### config.mk
export PLATFORM = sky130hd
export DESIGN_NAME = des_ip_keysched
export DESIGN_NICKNAME = d
export VERILOG_FILES = /design/src/rtl/des_pkg.sv /design/src/rtl/des_key_rot.sv /design/src/rtl/des_ip_keysched.sv
export SDC_FILE = /design/constraint.sdc
export NUM_CORES = 1
export LEC_CHECK = 0
export CORE_MARGIN = 1
export CORE_UTILIZATION = 45
export CTS_BUF_LIST = sky130_fd_sc_hd__clkbuf_4
export CTS_CLUSTER_DIAMETER = 40
export DETAILED_ROUTE_END_ITERATION = 8
export DONT_BUFFER_PORTS = 1
export SYNTH_ARGS = -nofsm -noshare
export SYNTH_HDL_FRONTEND = slang
export SYNTH_SLANG_ARGS = --single-unit
### constraint.sdc
create_clock -name clk -period 3.4 [get_ports clk]
set_input_delay 0.68 -clock clk [delete_from_list [all_inputs] [get_ports clk]]
set_output_delay 0.68 -clock clk [all_outputs]
set_load 0.02 [all_outputs]
### src/rtl/des_pkg.sv
// Shared DES constants: permutation tables, key-rotation schedule, FSM encoding
// and bit-ordering helpers. DES bit n of an [N:1] vector lives at index N+1-n.
package des_pkg;

    localparam int DES_BLK_W  = 64;
    localparam int DES_HALF_W = 32;
    localparam int DES_CD_W   = 28;
    localparam int DES_SK_W   = 48;

    localparam logic [0:0] ST_IDLE = 1'b0;
    localparam logic [0:0] ST_RUN  = 1'b1;

    localparam int IP_TBL [64] = '{
        58, 50, 42, 34, 26, 18, 10, 2,  60, 52, 44, 36, 28, 20, 12, 4,
        62, 54, 46, 38, 30, 22, 14, 6,  64, 56, 48, 40, 32, 24, 16, 8,
        57, 49, 41, 33, 25, 17,  9, 1,  59, 51, 43, 35, 27, 19, 11, 3,
        61, 53, 45, 37, 29, 21, 13, 5,  63, 55, 47, 39, 31, 23, 15, 7
    };

    localparam int PC1_TBL [56] = '{
        57, 49, 41, 33, 25, 17,  9,  1, 58, 50, 42, 34, 26, 18,
        10,  2, 59, 51, 43, 35, 27, 19, 11,  3, 60, 52, 44, 36,
        63, 55, 47, 39, 31, 23, 15,  7, 62, 54, 46, 38, 30, 22,
        14,  6, 61, 53, 45, 37, 29, 21, 13,  5, 28, 20, 12,  4
    };

    localparam int PC2_TBL [48] = '{
        14, 17, 11, 24,  1,  5,  3, 28, 15,  6, 21, 10,
        23, 19, 12,  4, 26,  8, 16,  7, 27, 20, 13,  2,
        41, 52, 31, 37, 47, 55, 30, 40, 51, 45, 33, 48,
        44, 49, 39, 56, 34, 53, 46, 42, 50, 36, 29, 32
    };

    // Bit r set when round r rotates C/D by two places instead of one.
    localparam logic [16:1] SHIFT_TWO = 16'h7EFC;

    function automatic logic [DES_BLK_W:1] des_ip(input logic [DES_BLK_W:1] x);
        logic [DES_BLK_W:1] y;
        y = '0;
        for (int i = 0; i < 64; i++) y[DES_BLK_W - i] = x[DES_BLK_W + 1 - IP_TBL[i]];
        return y;
    endfunction

    function automatic logic [2*DES_CD_W:1] des_pc1(input logic [DES_BLK_W:1] x);
        logic [2*DES_CD_W:1] y;
        y = '0;
        for (int i = 0; i < 56; i++) y[2*DES_CD_W - i] = x[DES_BLK_W + 1 - PC1_TBL[i]];
        return y;
    endfunction

    function automatic logic [DES_SK_W:1] des_pc2(input logic [2*DES_CD_W:1] cd);
        logic [DES_SK_W:1] y;
        y = '0;
        for (int i = 0; i < 48; i++) y[DES_SK_W - i] = cd[2*DES_CD_W + 1 - PC2_TBL[i]];
        return y;
    endfunction

    function automatic logic des_shift_two(input logic [4:0] round);
        logic [31:0] tbl;
        tbl = {15'b0, SHIFT_TWO, 1'b0};
        return tbl[round];
    endfunction

endpackage

### src/rtl/des_key_rot.sv
// Combinational C/D rotation (left or right, by one or two) with PC-2 of both
// the current and the rotated halves; shared with the round datapath.
module des_key_rot
    import des_pkg::*;
(
    input  logic [DES_CD_W:1] c_in,
    input  logic [DES_CD_W:1] d_in,
    input  logic              left,
    input  logic              two,
    output logic [DES_CD_W:1] c_out,
    output logic [DES_CD_W:1] d_out,
    output logic [DES_SK_W:1] sk_cur,
    output logic [DES_SK_W:1] sk_rot
);

    // Index 28 holds DES bit 1, so a DES left shift is a vector rotate toward the MSB.
    function automatic logic [DES_CD_W:1] rot(input logic [DES_CD_W:1] x,
                                               input logic l, input logic t);
        case ({l, t})
            2'b10:   rot = {x[27:1], x[28]};
            2'b11:   rot = {x[26:1], x[28:27]};
            2'b00:   rot = {x[1], x[28:2]};
            default: rot = {x[2:1], x[28:3]};
        endcase
    endfunction

    assign c_out  = rot(c_in, left, two);
    assign d_out  = rot(d_in, left, two);
    assign sk_cur = des_pc2({c_in, d_in});
    assign sk_rot = des_pc2({c_out, d_out});

endmodule

### src/rtl/des_ip_keysched.sv
// DES input stage: registers IP(data) and PC-1(key) on accept, holds L0/R0 on the
// block port and streams the 16 round subkeys in encrypt or decrypt order.
module des_ip_keysched
    import des_pkg::*;
#(
    parameter bit PARITY_CHECK = 1'b1,
    parameter bit DROP_ON_ERR  = 1'b0
)
(
    input  logic                  clk,
    input  logic                  rst_n,
    input  logic                  in_valid,
    output logic                  in_ready,
    input  logic [DES_BLK_W:1]    data,
    input  logic [DES_BLK_W:1]    key,
    input  logic                  decrypt,
    output logic                  blk_valid,
    input  logic                  blk_ready,
    output logic [DES_HALF_W:1]   data_l,
    output logic [DES_HALF_W:1]   data_r,
    output logic [8:1]            parity_err,
    output logic                  sk_valid,
    input  logic                  sk_ready,
    output logic [DES_SK_W:1]     sk,
    output logic [5:1]            sk_round,
    output logic                  sk_last
);

    logic [0:0]           state, state_nx;
    logic [DES_CD_W:1]    c_q, d_q, c_rot, d_rot;
    logic [DES_SK_W:1]    sk_cur, sk_rot;
    logic [DES_BLK_W:1]   ip_nx;
    logic [2*DES_CD_W:1]  pc1_nx;
    logic [8:1]           perr_nx;
    logic [4:0]           cnt, round_idx;
    logic                 dec_q, blk_done, sk_done;
    logic                 accept, blk_hs, sk_hs, run_exit, shift_two;

    // NOTE: every always_comb output gets a default first so no path can infer a latch.
    always_comb begin
        perr_nx = '0;
        if (PARITY_CHECK) begin
            for (int b = 1; b <= 8; b++) perr_nx[b] = ~^key[8*b -: 8];
        end
    end

    assign ip_nx  = des_ip(data);
    assign pc1_nx = des_pc1(key);

    assign blk_valid = (state == ST_RUN) && !blk_done;
    assign sk_valid  = (state == ST_RUN) && !sk_done;
    assign accept    = in_valid && in_ready;
    assign blk_hs    = blk_valid && blk_ready;
    assign sk_hs     = sk_valid && sk_ready;
    assign sk_last   = sk_valid && (cnt == 5'd15);

    // Decrypt walks C16..C1 backwards, and C16 equals C0 because the shifts total 28.
    assign round_idx = dec_q ? (5'd16 - cnt) : (cnt + 5'd1);
    assign sk_round  = sk_valid ? round_idx : '0;
    assign shift_two = des_shift_two(round_idx);
    assign sk        = dec_q ? sk_cur : sk_rot;

    des_key_rot u_key_rot (
        .c_in   (c_q),
        .d_in   (d_q),
        .left   (!dec_q),
        .two    (shift_two),
        .c_out  (c_rot),
        .d_out  (d_rot),
        .sk_cur (sk_cur),
        .sk_rot (sk_rot)
    );

    assign run_exit = (state == ST_RUN) && (blk_done || blk_hs) && (sk_done || (sk_hs && sk_last));

    always_comb begin
        state_nx = state;
        if (accept)        state_nx = ST_RUN;
        else if (run_exit) state_nx = ST_IDLE;
    end

    // NOTE: sequential state uses non-blocking assignments only; datapath registers are
    // reset too so the held outputs read zero rather than stale keys after a reset.
    always_ff @(posedge clk) begin
        if (!rst_n) begin
            state      <= ST_IDLE;
            in_ready   <= 1'b0;
            data_l     <= '0;
            data_r     <= '0;
            c_q        <= '0;
            d_q        <= '0;
            dec_q      <= 1'b0;
            parity_err <= '0;
            cnt        <= '0;
            blk_done   <= 1'b0;
            sk_done    <= 1'b0;
        end else begin
            state    <= state_nx;
            in_ready <= (state_nx == ST_IDLE);
            if (accept) begin
                data_l     <= ip_nx[64:33];
                data_r     <= ip_nx[32:1];
                c_q        <= pc1_nx[56:29];
                d_q        <= pc1_nx[28:1];
                dec_q      <= decrypt;
                parity_err <= perr_nx;
                cnt        <= '0;
                blk_done   <= 1'b0;
                sk_done    <= DROP_ON_ERR && (perr_nx != '0);
            end else begin
                if (blk_hs) blk_done <= 1'b1;
                if (sk_hs) begin
                    c_q <= c_rot;
                    d_q <= d_rot;
                    cnt <= cnt + 5'd1;
                    if (sk_last) sk_done <= 1'b1;
                end
            end
        end
    end

endmodule

==> results of run 1 <==
## worst reg2reg max path: cells and delay by family (launching register included)
kind,cells,cell delay [ns]
DFF,1,0.47
AOI/OAI and AO/OA,2,0.29
buffers and inverters,2,1.31
muxes,1,0.39
## area by class of cell
cell class                      instances  area (µm²)  area share [%]
Antenna cell                            2       5.005         0.05177
Clock buffer                           17       127.6           1.320
Clock inverter                         15       202.7           2.097
Inverter                               13       51.30          0.5307
Multi-Input combinational cell        850        5213           53.92
Sequential cell                       138        2776           28.72
Tap cell                              229       286.5           2.964
Timing Repair Buffer                  100        1005           10.39
## cell usage in the layout (no fill, tap or decap), types with 7 or more instances in the layout
cell type and count:
and3_1 8, o32ai_1 34, a31oi_1 26, a21oi_2 13, mux2_2 25, clkbuf_4 17, xnor2_1 59, dfxtp_1 133
o22ai_1 53, mux2i_1 7, nor2_1 56, nand2_1 220, nor3b_1 23, buf_4 78, a211oi_1 15, buf_12 11
nor3_1 19, o21ai_0 38, nor2b_1 10, and2_1 11, inv_1 8, a22oi_1 56, nand2b_1 10, o21bai_1 8
a21oi_1 102
## Yosys cell counts (15+ instances only)
cell	count	share of area, %
a211oi_1	15	1.4
a21oi_1	115	6.9
a22oi_1	56	5.0
a31oi_1	26	2.0
clkbuf_1	81	3.6
dfxtp_1	138	33
mux2_2	25	3.4
nand2_1	226	10
nor2_1	58	2.6
nor3_1	23	1.4
nor3b_1	24	2.2
o21ai_0	43	2.6
o22ai_1	53	4.0
o32ai_1	34	3.6
xnor2_1	59	6.2
## stage by stage
| stage | TNS (ns) | hold WS (ns) | setup WS [ns] | cells |
|---|---|---|---|---|
| floorplan | 0 | 0.4280 | 0.1600 | 1116 |
| global placement | 0 | 0.4405 | 0.2886 | 1309 |
| detailed placement | 0 | 0.4487 | 0.2594 | 1309 |
| CTS | -0.4275 | 0.1818 | -0.03946 | 1358 |
| global route | -2.492 | 0.1809 | -0.09831 | 1364 |
| finish | -0.01663 | 0.2212 | -0.01169 | 1364 |
## flip-flops by register name, summed over array words and instances (netlist names)
| signal | cells |
|---|---|
| data_l | 32 |
| state | 1 |
| cnt | 5 |
| sk_done | 1 |
| d_q | 28 |
| parity_err | 8 |
| in_ready | 1 |
| dec_q | 1 |
| c_q | 28 |
| blk_done | 1 |
| data_r | 32 |
## how the worst min path moves through the flow
stage | slack (ns) | to | from | cells past startpoint
after floorplan | 0.43 | sk_done$_SDFFE_PP0P_ | sk_done$_SDFFE_PP0P_ | 2
after global placement | 0.44 | sk_done$_SDFFE_PP0P_ | sk_done$_SDFFE_PP0P_ | 2
after detailed placement | 0.45 | sk_done$_SDFFE_PP0P_ | sk_done$_SDFFE_PP0P_ | 2
after CTS | 0.18 | data_l[9]$_SDFFE_PN0P_ | data[59] | 2
after global routing | 0.18 | data_l[6]$_SDFFE_PN0P_ | data[17] | 2
final | 0.22 | data_l[6]$_SDFFE_PN0P_ | data[17] | 2
## metal layers
| metal | global-route usage, % | up-vias | wire (µm) |
|---|---|---|---|
| met2 | 48.97 | 512 | 14280 |
| met1 | 37.47 | 4025 | 11640 |
| met5 | 0 | - | 0 |
| met4 | 11.05 | 0 | 882 |
| li1 | - | 3980 | - |
| met3 | 9.768 | 55 | 3308 |
## kinds of logic (layout without fill, tap and decap cells)
family	after synthesis	in the layout	synth area share (%)
other	0	2	0
AND/OR/NAND/NOR	384	384	20.39
flip-flops	138	138	33.16
XOR/XNOR	62	62	6.518
multiplexers	34	34	4.460
AO/OA/AOI/OAI	367	367	28.17
buffers and inverters	128	145	6.848
adder cells (fa/ha/maj)	3	3	0.4506
## repair_timing
item	in CTS	in global routing
buffers inserted	12	6
endpoints found under the setup margin	49	47
gates resized for setup	44	28
cloned	6	1
pin swaps	19	25
## where the power goes
group / internal [mW] / leakage, nW / switching [mW]
clock network: 0.484 / 0.174 / 0.759
logic: 0.480 / 1.97 / 0.663
registers: 1.72 / 1.13 / 0.207
==> results.txt, run 1 <==
----------------------------------------------------
[Critical path]
  Count of buffering cells on the critical path with inverters included ... 2
  Maximum fanout along the worst path ... 7
  Startpoint of the most critical setup path ... cnt[0]$_SDFFE_PP0P_
  Worst R2R Start ... dec_q$_SDFFE_PN0P_
  Cell repeated most along the worst path ... ha_4
  Cell depth of the worst flop-to-flop path ... 5
  Data required time of the worst path ... roughly 2.7 ns
  Reg-to-reg critical path endpoint ... d_q[11]$_SDFFE_PN0P_
  CP max stage cell ... dfxtp_4
  Flop-to-flop setup slack ... 0.81 ns
  Critical path class ... flop to primary output
  CP endpoint kind ... primary output
  Total number of cells along the worst setup path ... 10
  Max incr delay on CP ... 0.39 ns
  Critical path cell sequence ... ha_4 > and3_4 > ha_4 > nor2b_4 > or2_4 > nand2_8 > buf_12 > a21oi_1 > o21ai_0 > buf_4
  Crit start category ... flop
  Critical path capture point ... sk[40]
  Top Family by Delay on Critical Path ... simple AND/OR/NAND/NOR gates
  Critical path arrival ... 2.73 ns

[Detailed routing]
  Number of routed nets with antenna violations ... 0
  Residual DRC count ... 0
  Total number of vias ... 8572
  Routed wirelength normalized by instance count ... about 22 µm
  Number of design-rule violations left by the first detailed-router iteration ... between 800 and 900
  Vias per Instance ... around 6.3
  First-pass DRT Iterations ... 5
  Total wire length after detailed routing ... 30110 µm

[Synth]
  Share of async-settable or async-resettable flops after synthesis ... 0%
  Count of state elements after synthesis ... 138
  Post-synth EDFFs ... 0
  Syn Nets ... about 1300
  Count of yosys warnings during synthesis ... 0
  Syn Area/Cell ... 7.466 µm²
  Register area share after synthesis ... 33.16%
  Number of unique standard cell types used by synthesis ... 42
  Gate count of the mapped netlist ... around 1100
  Post-synthesis instance area ... 0.008332 mm²
  Primary flip-flop cell chosen by synthesis mapping ... dfxtp_1

[Timing]
  Worst-margin pin slew ... 1.038 ns
  Post-route clock period utilization ... 100.3%
  Max-slew violation count ... 0
  Least setup slack across all paths after layout ... -0.01169 ns
  Final-report hold violation count ... 0
  Largest clock skew in the final design ... 0.01614 ns
  Tmin final ... about 3.4 ns
  RSZ-0062 raised after global routing ... true
  Count of endpoints failing setup in the final report ... 2
  Worst rel slew slack ... a little under a third
  Fmax achieved ... 0.2931 GHz

[GRT]
  Via count of the first global-routing pass ... 7923
  Global router's overall resource usage ... 30.26%
  Overflow left after global routing ... 0
  Wire length of the first global-routing pass ... 45790 µm
  Pin count of the biggest net entering global routing ... between 100 and 150
  Number of antenna violations at the first check in global routing ... 1

[CTS]
  Worst-skew pair later-pin latency ... 0.56 ns
  Post-CTS clock slew at the launch and capture registers of the worst setup and hold paths ... ~0.15 ns
  CTS Hold Bufs ... 0
  Number of buffers between clock root and the deepest sink ... 2
  Clock buffer count from CTS ... 17
  Clock root buffer master ... clkbuf_4
  Number of clock sinks ... 138
  CTS HTree Levels ... 4
  Clock tree from TritonCTS ... built

[Floorplan]
  Area inside the core boundary ... 0.01802 mm²
  Full die area ... 0.01906 mm²
  Initial Utilization ... 46.22%
  Chip Width ... between 100 and 150 µm
  Boundary Pins ... approximately 260
  Chip height ... 138.1 µm
  Row count ... 49

[Final layout]
  Post-route cell area ... between 0.009 and 0.01 mm²
  Filler cell count ... 1835
  NumNets Final ... 1257
  Layout-stage area growth over the synthesis result ... 16.02%
  Post-route core utilization ... 53.63%
  Layout cell share with drive strength beyond 1 ... a little under a fifth

[Status]
  Run status ... finished, violations left
  Violated checks ... setup timing

[Placement]
  Gp weighted congestion ... between 0.8 and 0.9
  Final HPWL DP ... about 20000 µm
  # port buffers ... 0
  Area post-placement ... 0.008788 mm²

[Pwr]
  Peak supply drop ... 0.2841 mV
  Static Leakage ... approximately 3.3 nW
  Total power per unit cell area ... ~450 mW/mm²
  Design Power ... 4.308 mW

[Flow run]
  Max-Cap Viols ... 0

[Min path]
  Type of the most critical hold path ... primary input to flop

----------------------------------------------------
Power figures use the tool's default switching activity.
==> inputs of run 2 (changes only) <==
--- a/config.mk
+++ b/config.mk
@@ -5,12 +5,15 @@
 export SDC_FILE = /design/constraint.sdc
 export NUM_CORES = 1
 export LEC_CHECK = 0
+export ABC_AREA = 1
+export CORE_ASPECT_RATIO = 0.8
 export CORE_MARGIN = 1
 export CORE_UTILIZATION = 45
 export CTS_BUF_LIST = sky130_fd_sc_hd__clkbuf_4
 export CTS_CLUSTER_DIAMETER = 40
 export DETAILED_ROUTE_END_ITERATION = 8
 export DONT_BUFFER_PORTS = 1
+export REMOVE_ABC_BUFFERS = 1
 export SYNTH_ARGS = -nofsm -noshare
 export SYNTH_HDL_FRONTEND = slang
 export SYNTH_SLANG_ARGS = --single-unit
==> results.txt, run 2 <==
----------------------------------------------------
[Status]
  Run status ... finished clean

[Synth]
  Register area share after synthesis ... 34.23% (+1.1 points)
  Syn Area/Cell ... 6.171 µm² (-17%)
  Biggest area contributors in the synthesized netlist ... dfxtp_1, nand2_1, o21ai_0, nor2_1, nand3_1
  Combinational family with the most area after synthesis ... simple AND/OR/NAND/NOR gates
  Post-synth EDFFs ... 0 (unchanged)
  Number of unique standard cell types used by synthesis ... 28 (-33%)
  Primary flip-flop cell chosen by synthesis mapping ... dfxtp_1
  Adder-cell share of the synthesized area ... 0.4650% (+0.015 points)
  Commonest cells post-synth ... nand2_1, nor2_1, o21ai_0
  Post-synthesis instance area ... 0.008071 mm² (-3.1%)
  Multiplexer share of the synthesized area ... 0% (-4.5 points)
  Area share of the largest cell type after synthesis ... 34.23% (+1.1 points)
  Count of state elements after synthesis ... 138 (unchanged)
  Post-synthesis share of cell area spent on xor and xnor gates ... 6.294% (-0.22 points)
  Dominant cell type by area after synthesis ... dfxtp_1
  Most frequent cell after synthesis ... nand2_1
  Gate count of the mapped netlist ... 1308 (+17%)
  Share of synthesized cell area in and, or, nand and nor gates ... 35.41% (+15 points)
  Count of yosys warnings during synthesis ... 0 (unchanged)
  Synthesized-area fraction occupied by ao, oa, aoi and oai cells ... 15.07% (-13 points)
  Share of async-settable or async-resettable flops after synthesis ... 0% (unchanged)

[Final layout]
  Footprint of the multi-input gates ... 0.005260 mm² (+0.91%)
  Registers with the most flip-flops ... data_l: 32 flops, data_r: 32 flops
  Filler cell count ... 1747 (-4.8%)
  Top library cells by usage in the layout, fill and taps aside ... nand2_1, nor2_1, o21ai_0
  Commonest non-fill, non-tap cell in the layout ... nand2_1
  Layout cell share with drive strength beyond 1 ... 18.81% (+0.27 points)
  Layout-stage area growth over the synthesis result ... 19.49%
  Layout Cells excl Fill ... 1535 (+13%)
  NumNets Final ... 1432 (+14%)
  Storage cell area ... 0.002773 mm² (-0.14%)
  Post-route core utilization ... 55.33% (+1.7 points)

[Timing]
  Count of endpoints failing setup in the final report ... 0 (-2)
  Worst-margin pin slew ... 0.8830 ns (-0.1546 ns)
  Max-slew violation count ... 0 (unchanged)
  Post-route clock period utilization ... 99.62% (-0.73 points)
  Setup TNS after final layout ... 0 ns (+0.01663 ns)
  Fmax achieved ... 0.2952 GHz (+0.73%)
  Largest clock skew in the final design ... 0.04165 ns (+0.02550 ns)
  Tmin final ... 3.387 ns (-0.02471 ns)
  RSZ-0062 raised after global routing ... true
  Final-report hold violation count ... 0 (unchanged)
  Worst rel slew slack ... 41.13% (+10 points)

[CTS]
  CTS Hold Bufs ... 0 (unchanged)
  Clock buffer count from CTS ... 17 (unchanged)
  Worst-skew pair later-pin latency ... 0.58 ns (+0.02 ns)
  Number of buffers between clock root and the deepest sink ... 2 (unchanged)
  Clock root buffer master ... clkbuf_4
  CTS HTree Levels ... 4 (unchanged)
  Post-CTS clock slew at the launch and capture registers of the worst setup and hold paths ... 0.15 ns (about the same)
  Number of clock sinks ... 138 (unchanged)
  Clock tree from TritonCTS ... built

[Pwr]
  Peak supply drop ... 0.2102 mV (-26%)
  Design Power ... 4.103 mW (-4.8%)
  Static Leakage ... 4.302 nW (+32%)
  Total power per unit cell area ... 425.4 mW/mm² (-4.5%)

[GRT]
  Global routing usage on met2 ... 45.43% (-3.5 points)
  Overflow left after global routing ... 0 (unchanged)
  Met1 Use GR ... 43.35% (+5.9 points)
  Number of antenna violations at the first check in global routing ... 1 (unchanged)
  GRT Max-Usage Layer ... met2
  Grt met3 use ... 8.015% (-1.8 points)
  Via count of the first global-routing pass ... 7514 (-5.2%)
  Global router's overall resource usage ... 30.43% (+0.17 points)
  Pin count of the biggest net entering global routing ... 129 (+17%)
  Wire length of the first global-routing pass ... 43130 µm (-5.8%)

[Min path]
  Worst hold path cell count ... 2 (unchanged)
  Type of the most critical hold path ... primary input to flop
  Launch instance of the worst min-delay path ... rst_n
  Hold EP ... data_r[8]$_SDFFE_PN0P_

[Detailed routing]
  Total wire length after detailed routing ... 30360 µm (+0.82%)
  Vias per Instance ... 5.625 (-10%)
  Number of routed nets with antenna violations ... 0 (unchanged)
  Number of design-rule violations left by the first detailed-router iteration ... 970 (+17%)
  Total number of vias ... 8634 (+0.72%)
  First-pass DRT Iterations ... 7 (+2)
  Routed wirelength normalized by instance count ... 19.78 µm (-10%)
  Residual DRC count ... 0 (unchanged)

[Critical path]
  Reg-to-reg critical path endpoint ... d_q[27]$_SDFFE_PN0P_
  Critical path class ... flop to primary output
  Top Family by Delay on Critical Path ... simple AND/OR/NAND/NOR gates
  Max incr delay on CP ... 0.40 ns (about the same)
  Cell depth of the worst flop-to-flop path ... 8 (+3)
  Maximum fanout along the worst path ... 7 (unchanged)
  Critical path cell sequence ... ha_4 > nand2_4 > nor2_4 > ha_4 > inv_2 > o21ai_4 > nand2_8 > nor2_4 > buf_12 > buf_16 > nand2_1 > nand3_2 > nand2_2 > nand2_4
  Critical path arrival ... 2.71 ns (-0.02 ns)
  Worst R2R Start ... state$_SDFF_PN0_
  CP max stage cell ... dfxtp_4
  Data required time of the worst path ... 2.72 ns (about the same)
  Flop-to-flop setup slack ... 1.12 ns (+0.31 ns)
  Count of buffering cells on the critical path with inverters included ... 3 (+1)
  CP endpoint kind ... primary output
  Crit start category ... flop

[Placement]
  Gp weighted congestion ... 0.9180 (+2.2%)
  Final HPWL DP ... 18060 µm (-10%)
  Total instance count after detailed placement ... 1464 (+12%)
  # port buffers ... 0 (unchanged)

[Flow run]
  Max-Cap Viols ... 0 (unchanged)

[Floorplan]
  Full die area ... 0.01848 mm² (-3.1%)
  Row count ... 43 (-12%)
  Chip Width ... 151.7 µm (+9.9%)
  Boundary Pins ... 263 (unchanged)
  Area inside the core boundary ... 0.01743 mm² (-3.3%)
  Chip height ... 121.8 µm (-12%)
  Initial Utilization ... 46.30% (+0.080 points)

----------------------------------------------------
run 2: cell types whose count changed after synthesis, moves of 52 or more:
cell and change:
o22ai_1 -53, nand2_1 +138, a22oi_1 -52, o21ai_0 +124
nor2_1 +156, nand3_1 +98, a21oi_1 -52, inv_1 +65
run 2: worst register-to-register path, stage by stage (launching register included):
cell and delay, ns:
dfxtp_1 0.38, inv_1 0.06, nor2_1 0.43, nand2_1 0.20, nand2_1 0.51, buf_12 0.26
o21ai_0 0.13, a21oi_1 0.15, nor2_1 0.06
run 2: metrics by stage:
step                      worst slack (ns)  area, µm²  hold slack, ns
after detailed placement            0.3250       8192          0.4758
after floorplan                     -2.792       7686          0.4460
final                              0.01302       9644          0.2312
after global routing              -0.09559       9644          0.1799
after CTS                        -0.007449       8826          0.1877
after global placement              0.3980       8192          0.4699
run 2: logic make-up (layout without fill, tap and decap cells):
family / after synthesis / in the layout
buffers and inverters: 168 / 168
and+or+nand+nor: 702 / 702
DFF: 138 / 138
xor gates and xnor gates: 58 / 58
adders and majority gates: 3 / 3
AOI/OAI and AO/OA: 239 / 239
other: 0 / 2
run 2: routing by layer:
layer	up-vias	part of all wire, %
met5	-	0.076
met3	54	11
li1	4161	-
met2	414	44
met1	4003	43
met4	2	2.0
run 2: how the worst max path moves through the flow:
stage               cells past startpoint  slack, ns              endpoint                 from
floorplan                               7      -2.79  c_q[12]$_SDFFE_PN0P_             in_valid
global placement                       13       0.40                sk[45]  cnt[0]$_SDFFE_PP0P_
detailed placement                     13       0.33                sk[21]  cnt[0]$_SDFFE_PP0P_
CTS                                    14     -0.007                sk[24]  cnt[0]$_SDFFE_PP0P_
global route                           14       -0.1                 sk[2]  cnt[0]$_SDFFE_PP0P_
finish                                 14       0.01                sk[29]  cnt[0]$_SDFFE_PP0P_
run 2: what timing repair did:
item                       CTS  global route
setup endpoints to repair   48            48
pin swaps                    7            55
gates resized for setup     58           133
setup buffers                8            18
cloned                       5             6
run 2: cell type report:
cell class,count,area share [%]
flip-flops and latches,138,28.75
diodes,2,0.05189
inverters,81,3.230
well taps,225,2.919
clock inverters,15,1.349
multi-input cells,1002,54.54
clock buffers,17,1.323
repair buffers,55,7.836
run 2: where the power goes:
group          total [mW]  switching (mW)  internal (mW)
registers            1.90           0.182           1.72
clock network        1.05           0.736          0.317
logic                1.14           0.704          0.441
==> inputs of run 3 (changes only) <==
--- a/config.mk
+++ b/config.mk
@@ -7,13 +7,15 @@
 export LEC_CHECK = 0
 export ABC_AREA = 1
 export CORE_ASPECT_RATIO = 0.8
-export CORE_MARGIN = 1
+export CORE_MARGIN = 5
 export CORE_UTILIZATION = 45
 export CTS_BUF_LIST = sky130_fd_sc_hd__clkbuf_4
 export CTS_CLUSTER_DIAMETER = 40
+export CTS_CLUSTER_SIZE = 20
 export DETAILED_ROUTE_END_ITERATION = 8
 export DONT_BUFFER_PORTS = 1
 export REMOVE_ABC_BUFFERS = 1
 export SYNTH_ARGS = -nofsm -noshare
 export SYNTH_HDL_FRONTEND = slang
+export SYNTH_HIERARCHICAL = 1
 export SYNTH_SLANG_ARGS = --single-unit
==> results.txt, run 3 <==
----------------------------------------------------
[Critical path]
  Data required time of the worst path ... 2.72 ns (about the same)
  Top Family by Delay on Critical Path ... simple AND/OR/NAND/NOR gates
  Critical path class ... flop to primary output
  CP max stage cell ... dfxtp_4
  Flop-to-flop setup slack ... 0.16 ns (-0.96 ns)
  Critical path cell sequence ... ha_4 > nand2_2 > nor2_2 > ha_1 > inv_2 > nand2_2 > o21ai_4 > a21oi_4 > buf_12 > nor2_4 > buf_6 > buf_6 > buf_12 > nand2_4 > nand4_1 > nand2_1 > nand2_4
  Critical path arrival ... 2.92 ns (+0.21 ns)
  Worst R2R Start ... cnt[0]$_SDFFE_PP0P_
  Crit start category ... flop
  Startpoint of the most critical setup path ... cnt[0]$_SDFFE_PP0P_
  Max incr delay on CP ... 0.40 ns (about the same)
  CP endpoint kind ... primary output
  Maximum fanout along the worst path ... 7 (unchanged)
  Cell depth of the worst flop-to-flop path ... 24 (+16)
  Reg-to-reg critical path endpoint ... c_q[1]$_SDFFE_PN0P_
  Count of buffering cells on the critical path with inverters included ... 5 (+2)

[Floorplan]
  Initial Utilization ... 45.47% (-0.83 points)
  Row count ... 48 (+12%)
  Area inside the core boundary ... 0.02150 mm² (+23%)
  Chip height ... 141.8 µm (+16%)
  Boundary Pins ... 263 (unchanged)
  Full die area ... 0.02479 mm² (+34%)
  Chip Width ... 174.8 µm (+15%)

[Timing]
  Fmax achieved ... 0.2777 GHz (-5.9%)
  Worst-margin pin slew ... 0.8560 ns (-0.02703 ns)
  Count of endpoints failing setup in the final report ... 48 (+48)
  Final-report hold violation count ... 0 (unchanged)
  Post-route clock period utilization ... 105.9% (+6.3 points)
  Least setup slack across all paths after layout ... -0.2009 ns (-0.2139 ns)
  Max-slew violation count ... 0 (unchanged)
  Largest clock skew in the final design ... 0.03303 ns (-0.008614 ns)
  RSZ-0062 raised after global routing ... true
  Tmin final ... 3.601 ns (+0.2139 ns)
  Worst rel slew slack ... 42.93% (+1.8 points)

[Final layout]
  Registers with the most flip-flops ... data_l: 32 flops, data_r: 32 flops
  Layout Cells excl Fill ... 1749 (+14%)
  Commonest non-fill, non-tap cell in the layout ... nand2_1
  Top library cells by usage in the layout, fill and taps aside ... nand2_1, nand3_1, nor2_1
  Filler cell count ... 2205 (+26%)
  Post-route core utilization ... 49.06% (-6.3 points)
  Layout-stage area growth over the synthesis result ... 7.883%
  Post-route cell area ... 0.01055 mm² (+9.4%)
  Layout cell share with drive strength beyond 1 ... 14.73% (-4.1 points)
  NumNets Final ... 1597 (+12%)

[Detailed routing]
  Total wire length after detailed routing ... 33280 µm (+9.6%)
  Routed wirelength normalized by instance count ... 19.03 µm (-3.8%)
  Total number of vias ... 9971 (+15%)
  Residual DRC count ... 0 (unchanged)
  Number of routed nets with antenna violations ... 0 (unchanged)
  Vias per Instance ... 5.701 (+1.4%)
  First-pass DRT Iterations ... 8 (+1)
  Number of design-rule violations left by the first detailed-router iteration ... 902 (-7.0%)

[CTS]
  Clock tree from TritonCTS ... built
  Post-CTS clock slew at the launch and capture registers of the worst setup and hold paths ... 0.16 ns (about the same)
  Clock buffer count from CTS ... 17 (unchanged)
  CTS HTree Levels ... 4 (unchanged)
  Number of clock sinks ... 138 (unchanged)
  Worst-skew pair later-pin latency ... 0.59 ns (about the same)
  CTS Hold Bufs ... 0 (unchanged)
  Number of buffers between clock root and the deepest sink ... 2 (unchanged)
  Clock root buffer master ... clkbuf_4

[Synth]
  Dominant cell type by area after synthesis ... dfxtp_1
  Register area share after synthesis ... 28.26% (-6.0 points)
  Biggest area contributors in the synthesized netlist ... dfxtp_1, nand2_1, nand3_1, buf_4, nor2_1
  Post-synth EDFFs ... 0 (unchanged)
  Area share of the largest cell type after synthesis ... 28.26% (-6.0 points)
  Primary flip-flop cell chosen by synthesis mapping ... dfxtp_1
  Number of unique standard cell types used by synthesis ... 28 (unchanged)
  Count of state elements after synthesis ... 138 (unchanged)
  Syn Area/Cell ... 6.263 µm² (+1.5%)
  Gate count of the mapped netlist ... 1561 (+19%)
  Most frequent cell after synthesis ... nand2_1
  Share of async-settable or async-resettable flops after synthesis ... 0% (unchanged)
  Commonest cells post-synth ... nand2_1, nand3_1, nor2_1
  Count of yosys warnings during synthesis ... 6 (+6)
  Post-synthesis instance area ... 0.009777 mm² (+21%)

[GRT]
  Pin count of the biggest net entering global routing ... 124 (-3.9%)
  Global router's overall resource usage ... 25.06% (-5.4 points)
  Number of antenna violations at the first check in global routing ... 1 (unchanged)
  Via count of the first global-routing pass ... 8674 (+15%)
  Overflow left after global routing ... 0 (unchanged)
  Wire length of the first global-routing pass ... 49650 µm (+15%)

[Min path]
  Type of the most critical hold path ... primary input to flop
  Hold EP ... data_l[2]$_SDFFE_PN0P_
  Worst hold path cell count ... 2 (unchanged)
  Launch instance of the worst min-delay path ... rst_n

[Placement]
  Area post-placement ... 0.008985 mm² (+9.7%)
  Total instance count after detailed placement ... 1646 (+12%)
  Gp weighted congestion ... 0.8469 (-7.7%)
  # port buffers ... 0 (unchanged)
  Pre-CTS setup slack ... 0.3236 ns (-0.001387 ns)
  Final HPWL DP ... 20080 µm (+11%)

[Status]
  Run status ... finished, violations left
  Violated checks ... setup timing

[Flow run]
  Max-Cap Viols ... 0 (unchanged)

[Pwr]
  Static Leakage ... 4.449 nW (+3.4%)
  Total power per unit cell area ... 501.4 mW/mm² (+18%)
  Peak supply drop ... 0.2166 mV (+3.0%)

----------------------------------------------------
run 3: repair_timing:
action                     in CTS  in global routing
setup endpoints to repair      48                 49
gates resized for setup       101                 41
pin swaps                      29                 57
buffers inserted               41                 23
gates cloned                   11                  4
run 3: worst max path at each step:
stage	end	slack, ns	depth (start not counted)
floorplan	sk[10]	-8.38	9
global placement	sk[24]	0.35	13
detailed placement	sk[40]	0.32	13
CTS	sk[41]	-0.16	17
global route	sk[48]	-0.34	17
finish	sk[48]	-0.20	17
run 3: cell families (layout without fill, tap and decap cells):
family          count (synthesis)  count (layout)  share of synthesized area, %
compound gates                194             194                         10.70
xor+xnor                       60              60                         5.375
fa+ha+maj                       3               3                        0.3840
buf+inv                       270             182                         16.39
flops                         138             138                         28.26
other cells                     0               1                             0
simple gates                  896             896                         38.89
run 3: final cells by class:
type	instances	area (µm²)	area share [%]
Tap cell	275	344.1	3.262
Antenna cell	1	2.502	0.02372
Clock inverter	15	168.9	1.601
Inverter	65	275.3	2.610
Sequential cell	138	2773	26.29
Timing Repair Buffer	85	1077	10.21
Multi-Input combinational cell	1153	5779	54.79
Clock buffer	17	127.6	1.210
run 3: metal layers:
layer	share of wire [%]	up-vias	global-route usage, %	wire length, µm
met2	43	495	37.58	14310
met1	44	4585	35.25	14620
met5	0	-	0	0
met3	11	46	7.352	3588
li1	-	4845	-	-
met4	2.3	0	6.777	757
run 3: per-stage QoR:
step	TNS, ns	hold WS (ns)	power (mW)
after global routing	-13.24	0.1658	5.583
final	-6.169	0.2248	5.289
after floorplan	-887.38	0.4607	3.149
after detailed placement	0	0.4751	3.575
after CTS	-6.457	0.1661	5.169
after global placement	0	0.4726	3.560
run 3: where the power goes:
group / switching, mW / leakage (nW) / total [mW] / internal [mW]
clock network: 0.801 / 0.155 / 1.15 / 0.347
logic: 1.22 / 3.16 / 2.03 / 0.810
registers: 0.321 / 1.14 / 2.11 / 1.79
total: 2.35 / 4.45 / 5.29 / 2.94
